File: src/rtl/midi_event_tx.sv
// midi_event_tx: serialises one MIDI event (status + 0..2 data bytes) onto a UART line.
// Define MIDI_RUNNING_STATUS_EN to omit repeated channel status bytes.
module midi_event_tx #(
  parameter int CLKS_PER_BIT = 512
) (
  input  logic       clk,
  input  logic       rst,
  input  logic       midi_event_valid,
  input  logic [7:0] midi_command,
  input  logic [6:0] midi_parameter_1,
  input  logic [6:0] midi_parameter_2,
  output logic       midi_event_ack,
  output logic       serial_tx,
  output logic       busy
);
  localparam int W = CLKS_PER_BIT > 1 ? $clog2(CLKS_PER_BIT) : 1;
  localparam logic [W-1:0] TC = W'(CLKS_PER_BIT - 1);
  typedef enum logic [1:0] {IDLE, START, DATA, STOP} state_t;
  state_t state, state_d;
  logic [W-1:0] cnt;
  logic [2:0] bit_idx;
  logic [1:0] sel, last, first, nlast;
  logic [7:0] cmd, cur;
  logic [6:0] p1, p2;
  logic accept, tick, chan, skip;
  assign accept = midi_event_valid && state == IDLE && !midi_event_ack;
  assign tick = cnt == TC;
  assign chan = midi_command < 8'hF0;
  assign nlast = !chan ? 2'd0 : midi_command[7:5] == 3'b110 ? 2'd1 : 2'd2;
  assign first = skip ? 2'd1 : 2'd0;
  assign cur = sel == 2'd0 ? cmd : {1'b0, sel == 2'd1 ? p1 : p2};
`ifdef MIDI_RUNNING_STATUS_EN
  logic [7:0] run_status;
  assign skip = chan && midi_command == run_status;
  // channel status is remembered, F0-F7 forget it, real-time F8-FF is transparent
  always_ff @(posedge clk or posedge rst)
    if (rst) run_status <= '0;
    else if (accept && midi_command[7])
      run_status <= chan ? midi_command : midi_command[3] ? run_status : 8'h00;
`else
  assign skip = 1'b0;
`endif
  always_ff @(posedge clk or posedge rst)
    if (rst) state <= IDLE;
    else state <= state_d;
  always_comb begin
    state_d = state;
    case (state)
      IDLE:  state_d = accept && midi_command[7] ? START : IDLE;
      START: state_d = tick ? DATA : START;
      DATA:  state_d = tick && bit_idx == 3'd7 ? STOP : DATA;
      STOP:  state_d = !tick ? STOP : sel == last ? IDLE : START;
    endcase
    serial_tx = state == START ? 1'b0 : state == DATA ? cur[bit_idx] : 1'b1;
    busy = state != IDLE;
  end
  always_ff @(posedge clk or posedge rst)
    if (rst) begin
      midi_event_ack <= 1'b0;
      cnt <= '0;
      bit_idx <= '0;
      sel <= '0;
      last <= '0;
      cmd <= '0;
      p1 <= '0;
      p2 <= '0;
    end else begin
      midi_event_ack <= accept;
      cnt <= state == IDLE || tick ? '0 : cnt + 1'b1;
      if (accept) begin
        cmd <= midi_command;
        p1 <= midi_parameter_1;
        p2 <= midi_parameter_2;
        sel <= first;
        last <= nlast;
      end
      if (state == DATA && tick) bit_idx <= bit_idx + 3'd1;
      if (state == STOP && tick) sel <= sel + 2'd1;
    end
endmodule

File: config.mk
export PLATFORM = sky130hd
export DESIGN_NAME = midi_event_tx
export DESIGN_NICKNAME = d
export VERILOG_FILES = /design/src/rtl/midi_event_tx.sv
export SDC_FILE = /design/constraint.sdc
export NUM_CORES = 1
export LEC_CHECK = 0
export BUFFER_PORTS_ARGS = -buffer_cell sky130_fd_sc_hd__clkbuf_2
export CELL_PAD_IN_SITES_DETAIL_PLACEMENT = 1
export CELL_PAD_IN_SITES_GLOBAL_PLACEMENT = 2
export CORE_MARGIN = 2
export CORE_UTILIZATION = 38
export DETAILED_ROUTE_END_ITERATION = 7
export HOLD_SLACK_MARGIN = 0.05
export PLACE_DENSITY = 0.89
export SETUP_SLACK_MARGIN = 0.05
export SKIP_CTS_REPAIR_TIMING = 1
export SLEW_MARGIN = 20
export SYNTH_ARGS = -nofsm -noshare
export SYNTH_HDL_FRONTEND = slang
export SYNTH_SLANG_ARGS = --single-unit
File: constraint.sdc
create_clock -name clk -period 2.07 [get_ports clk]
set_input_delay 0.207 -clock clk [delete_from_list [all_inputs] [get_ports clk]]
set_output_delay 0.207 -clock clk [all_outputs]
set_load 0.01 [all_outputs]
==> results of run 1 <==
power breakdown:
| group | switching (mW) | total, mW | internal (mW) | leakage [nW] |
|---|---|---|---|---|
| Combinational | 0.251 | 0.636 | 0.384 | 0.472 |
| Clock | 0.258 | 0.608 | 0.350 | 0.0540 |
| Sequential | 0.187 | 1.27 | 1.09 | 0.508 |
per-layer routing:
layer	global-route usage	routed length (µm)	up-vias
li1	-	-	631
met1	0.1837	1579	671
met2	0.2750	2049	16
met3	0.03929	100	5
met4	0.03818	43	0
met5	0	0	-
stage by stage:
stage	total power, mW	instances
3_3_place_gp	1.891	260
2_1_floorplan	1.738	163
3_5_place_dp	1.931	260
6_report	2.517	267
5_1_grt	2.726	267
4_1_cts	2.556	267
registers in the layout, indices dropped and copies added, names as in the netlist:
name            flops
cmd                 8
sel                 2
last                2
midi_event_ack      1
cnt                 9
p1                  7
p2                  7
state               2
bit_idx             3
placed cells by master, fill, tap and decap left out, drive strengths merged, types with 2 or more instances in the layout:
| cell type | n |
|---|---|
| mux2i | 3 |
| nand4 | 2 |
| xnor2 | 5 |
| or3 | 2 |
| nor2b | 2 |
| mux2 | 28 |
| dfrtp | 41 |
| nand3b | 2 |
| xor2 | 3 |
| buf | 8 |
| ha | 6 |
| nand3 | 4 |
| o311ai | 2 |
| mux4 | 2 |
| inv | 12 |
| nor2 | 13 |
| a21oi | 6 |
| o21ai | 5 |
| nand2 | 8 |
| clkbuf | 32 |
layout make-up:
class	instances	share of cell area
clock buffer	5	0.02954
clock inverter	2	0.01504
inverter	12	0.01933
multi-input combinational	102	0.3727
sequential	41	0.4404
tap	70	0.03759
timing repair buffer	35	0.08539
critical path, cell delays in order (launching register included):
cell      delay, ns
dfrtp_1        0.40
inv_2          0.08
ha_4           0.15
mux4_2         0.49
inv_1          0.07
a21oi_1        0.06
o211ai_1       0.17
nand4_1        0.14
clkbuf_2       0.16
cells in the mapped netlist, drive strengths merged:
master	n
nand4	2
nor3	1
a221o	1
ha	6
buf	7
o311ai	2
nand4b	1
or2	1
mux2i	3
a21oi	6
xor2	3
or3	2
clkbuf	1
mux2	28
a2111oi	1
nand2	8
a311oi	1
dfrtp	41
nor2	13
o21ai	5
nor2b	2
o211ai	1
xnor2	5
nand3b	2
nor4b	1
inv	12
nand3	4
nand2b	1
mux4	2
logic make-up after synthesis:
group,share of synthesized area
AOI/OAI and AO/OA,0.05471
xor gates and xnor gates,0.03562
adders and majority gates,0.03817
buffers and inverters,0.05343
DFF,0.5216
muxes,0.1985
and+or+nand+nor,0.09796
final timing paths:
path,from,endpoint,slack (ns),cells after the start
max,sel[1]$_DFFE_PP0P_,serial_tx,-0.15,8
min,rst,p2[6]$_DFFE_PP0P_,0.02,3
max reg2reg,cnt[0]$_DFF_PP0_,bit_idx[1]$_DFFE_PP0P_,0.29,6
min reg2reg,cmd[4]$_DFFE_PP0P_,cmd[4]$_DFFE_PP0P_,0.49,1
max in group asynchronous,rst,state[0]$_DFF_PP0_,1.69,3
min in group clk,midi_command[3],cmd[3]$_DFFE_PP0P_,0.15,2
==> summary.txt, run 1 <==
Detailed routing
  – Post-DR vias/cell: 4.955
  – Post-Route WL: around 3800 µm
  – Residual DRC: 0
  – Final ANT Viol Nets: 0
  – Via count: roughly 1,300
  – Starting DRT DRC Count: 30
  – Wire per inst: about 14 µm
  – DR pass1 iterations: 4

Clock tree
  – Clock transition at path regs: 0.07 ns
  – Clock root buffer master: clkbuf_8
  – CTS tree: yes
  – Worst-Skew Late Latency: just under 0.3 ns
  – Num CTS Buffers: 5
  – Clock Sinks: approximately 40
  – H-Tree Depth: 2
  – Max clock buf depth: 2

Power and ir drop
  – PwrDens: 1081 mW/mm²
  – Peak supply drop: 0.0005912 V
  – Pleak: 1.034 nW

STA
  – RSZ-0062 raised after global routing: yes
  – Minimum clock period: about 2.2 ns
  – Max_slew headroom: 0.6517
  – Transition time of the tightest slew-check pin: 0.5224 ns
  – Fin Hold WS: 0.01945 ns
  – Pins Over Slew Limit: 0
  – Setup Viol. Count Final: 1
  – Clock Skew: 0.006294 ns
  – Total negative setup slack: -0.1477 ns
  – Max Clk Rate: 450.9 MHz
  – Worst setup margin: -0.1477 ns
  – Fin crit share: 1.071
  – Fin. Hold Viols: 0

Place
  – Routability cong.: 0.6901
  – Hpwl dp: 2878 µm
  – Pre-CTS setup slack: 0.07737 ns
  – Placed standard-cell area: 0.002198 mm²
  – PortBufs: 27

Hold path
  – Worst hold path type: in -> async

Run status
  – Failing checks: setup timing
  – Status: complete, but fails checks

Yosys
  – Synth unique cells: 32
  – Share of the synthesized area in the top cell type: 0.5216
  – Synthesis Warnings: 0
  – Post-synthesis sequential area ratio: 0.5216
  – Synth area leader: dfrtp_1
  – Avg Cell Area, Syn: 12.07 µm²
  – Syn Inst Count: 163
  – Register bit count reported by yosys: slightly above 40
  – Synthesized area: 0.001967 mm²
  – Syn Nets: 194
  – Synth top area cells: dfrtp_1, mux2_2, ha_1

Floorplanning
  – I/O Pins: 28
  – Die area: 0.005768 mm²
  – Die extent in x: 75.95 µm
  – Initial Util: 0.3901
  – Row Count: 26
  – Die Y: 75.95 µm
  – Core Area: 0.005042 mm²

Finish
  – Final nets: 228
  – Layout cells sized above 1: 0.3909
  – FF+latch area: ~0.0010 mm²
  – Final core utilization: 0.4620
  – ANT cells: 0
  – Fill cells: approximately 560
  – Area of the multi-input gates: 868.3 µm²
  – Area grow syn2layout: 18.45%
  – Final instance area: roughly 0.0023 mm²

Setup path
  – Worst-path maximum fanout: 2
  – Kind of critical path: reg -> out
  – CP Data Required Time: 1.86 ns
  – Startpoint types: flip-flop
  – Critical Path AT: ~2 ns
  – CP Capture Type: output port

GRT
  – Total grt overflow: 0
  – Vias in the first global route: 1,535
  – Largest net degree at the start of global routing: 42
  – First-pass GRT wire length: 7127 µm
  – Tot GR Track Use: 0.1532
  – Initial antenna violation count: 0

Flow run
  – Max-Cap Viols: 0
No activity file was read; power rests on OpenSTA's default activity.
==> run 2, diff against run 1 <==
Settings changed: CORE_MARGIN 2 to unset.
==> summary.txt, run 2 (synthesized netlist as in run 1, its figures left out) <==
Clock tree
  – Num CTS Buffers: 5
  – Clock Sinks: 41
  – Clock root buffer master: clkbuf_8
  – H-Tree Depth: 2
  – Max clock buf depth: 2
  – Clock transition at path regs: ~0.070 ns
  – CTS tree: yes
  – Worst-Skew Late Latency: 0.28 ns

GRT
  – Vias in the first global route: 1,493
  – First-pass GRT wire length: a little over 7000 µm
  – Total grt overflow: 0
  – Initial antenna violation count: 0
  – Largest net degree at the start of global routing: 42
  – Tot GR Track Use: 0.1772

Place
  – PortBufs: 27
  – Routability cong.: 0.7786
  – Placed standard-cell area: about 0.0022 mm²
  – Hpwl dp: 3162 µm

Power and ir drop
  – Design Power: 2.463 mW
  – Peak supply drop: about 0.00058 V
  – PwrDens: 1063 mW/mm²
  – Pleak: 1.021 nW

Setup path
  – Worst R2R Start: cnt[0]$_DFF_PP0_
  – Slowest-stage cell, CP: o311ai_0
  – CP Capture Type: output port
  – Kind of critical path: reg -> out
  – Cell Chain, Critical Path: inv_2, buf_4, ha_1, o311ai_0, nand4b_1, nand4_1, buf_2
  – Worst-path maximum fanout: 8
  – Delay of the slowest cell on the worst path: 0.45 ns
  – Flop-to-flop setup slack: 0.25 ns
  – Critical path origin: sel[1]$_DFFE_PP0P_
  – Critical Path AT: about 2.1 ns
  – Worst-case reg-to-reg path depth: 6
  – Startpoint types: flip-flop
  – CP Data Required Time: 1.86 ns
  – Reg-to-reg endpoint: bit_idx[2]$_DFFE_PP0P_

Floorplanning
  – Die area: 0.005468 mm²
  – I/O Pins: 28
  – Die Y: 73.95 µm
  – Initial Util: 0.4057
  – Die extent in x: about 74 µm
  – Row Count: 25
  – Core Area: 0.004848 mm²

Detailed routing
  – Wire per inst: 15.99 µm
  – Via count: 1,333
  – Starting DRT DRC Count: between 80 and 90
  – Post-DR vias/cell: 5.030
  – Post-Route WL: approximately 4200 µm
  – Final ANT Viol Nets: 0
  – Residual DRC: 0
  – DR pass1 iterations: 4

STA
  – Pins Over Slew Limit: 0
  – Max Clk Rate: between 400 and 500 MHz
  – Total negative setup slack: -0.2022 ns
  – Transition time of the tightest slew-check pin: 0.5189 ns
  – Fin. Hold Viols: 0
  – RSZ-0062 raised after global routing: yes
  – Worst setup margin: -0.2022 ns
  – Fin crit share: 1.098
  – Max_slew headroom: 0.6541
  – Setup Viol. Count Final: 1
  – Clock Skew: 0.005213 ns
  – Fin Hold WS: 0.02631 ns
  – Minimum clock period: 2.272 ns

Hold path
  – Worst hold path type: in -> async

Finish
  – Layout cells sized above 1: 0.3939
  – Area grow syn2layout: 17.88%
  – Top reg by flops: cnt
  – Largest registers: cnt x9, cmd x8
  – Most common cell after layout, fill and taps aside: dfrtp_1
  – Final instance area: 0.002318 mm²
  – Most frequent cells in the layout: dfrtp_1, mux2_2, clkbuf_2
  – Max reg flops: 9
  – FF+latch area: approximately 0.001 mm²
  – ANT cells: 0
  – Area of the multi-input gates: 887.1 µm²
  – Fill cells: 532
  – Final nets: 228
  – Final core utilization: 0.4782

Run status
  – Status: complete, but fails checks
  – Failing checks: setup timing

Flow run
  – Max-Cap Viols: 0
[run 2: power by group]
part           internal, mW  switching [mW]
sequential             1.09           0.206
clock                 0.240           0.251
combinational         0.397           0.283
total                  1.72           0.740
[run 2: worst max-delay path, delay by kind of cell (launching register included)]
kind / cells / cell delay, ns
buf+inv: 3 / 0.34
simple gates: 2 / 0.32
fa+ha+maj: 1 / 0.28
compound gates: 1 / 0.45
flops: 1 / 0.40
[run 2: worst max path at each step]
| stage | slack [ns] | endpoint | cells after the start |
|---|---|---|---|
| 2_1_floorplan | 0.23 | serial_tx | 8 |
| 3_3_place_gp | 0.15 | serial_tx | 9 |
| 5_1_grt | -0.29 | serial_tx | 7 |
| 3_5_place_dp | 0.01 | serial_tx | 9 |
| 4_1_cts | -0.32 | serial_tx | 9 |
| 6_report | -0.20 | serial_tx | 7 |
[run 2: stage by stage]
stage / setup WS [ns] / std cells
2_1_floorplan: 0.2279 / 163
3_3_place_gp: 0.1495 / 255
3_5_place_dp: 0.01200 / 255
4_1_cts: -0.3184 / 263
5_1_grt: -0.2878 / 265
6_report: -0.2022 / 265
[run 2: area by class of cell]
type / instances / area share
flip-flops and latches: 41 / 0.4431
multi-input cells: 102 / 0.3826
repair buffers: 35 / 0.08419
well taps: 67 / 0.03616
clock buffers: 8 / 0.03454
inverters: 12 / 0.01943
[run 2: per-layer routing]
metal  routed length, µm  global-route usage  share of wire  vias up
met2                2175              0.3030           0.51       20
met1                1849              0.2179           0.44      673
met5                   0                   0              0        -
met4                  79             0.07479          0.019        0
li1                    -                   -              -      629
met3                 131             0.03659          0.031       11
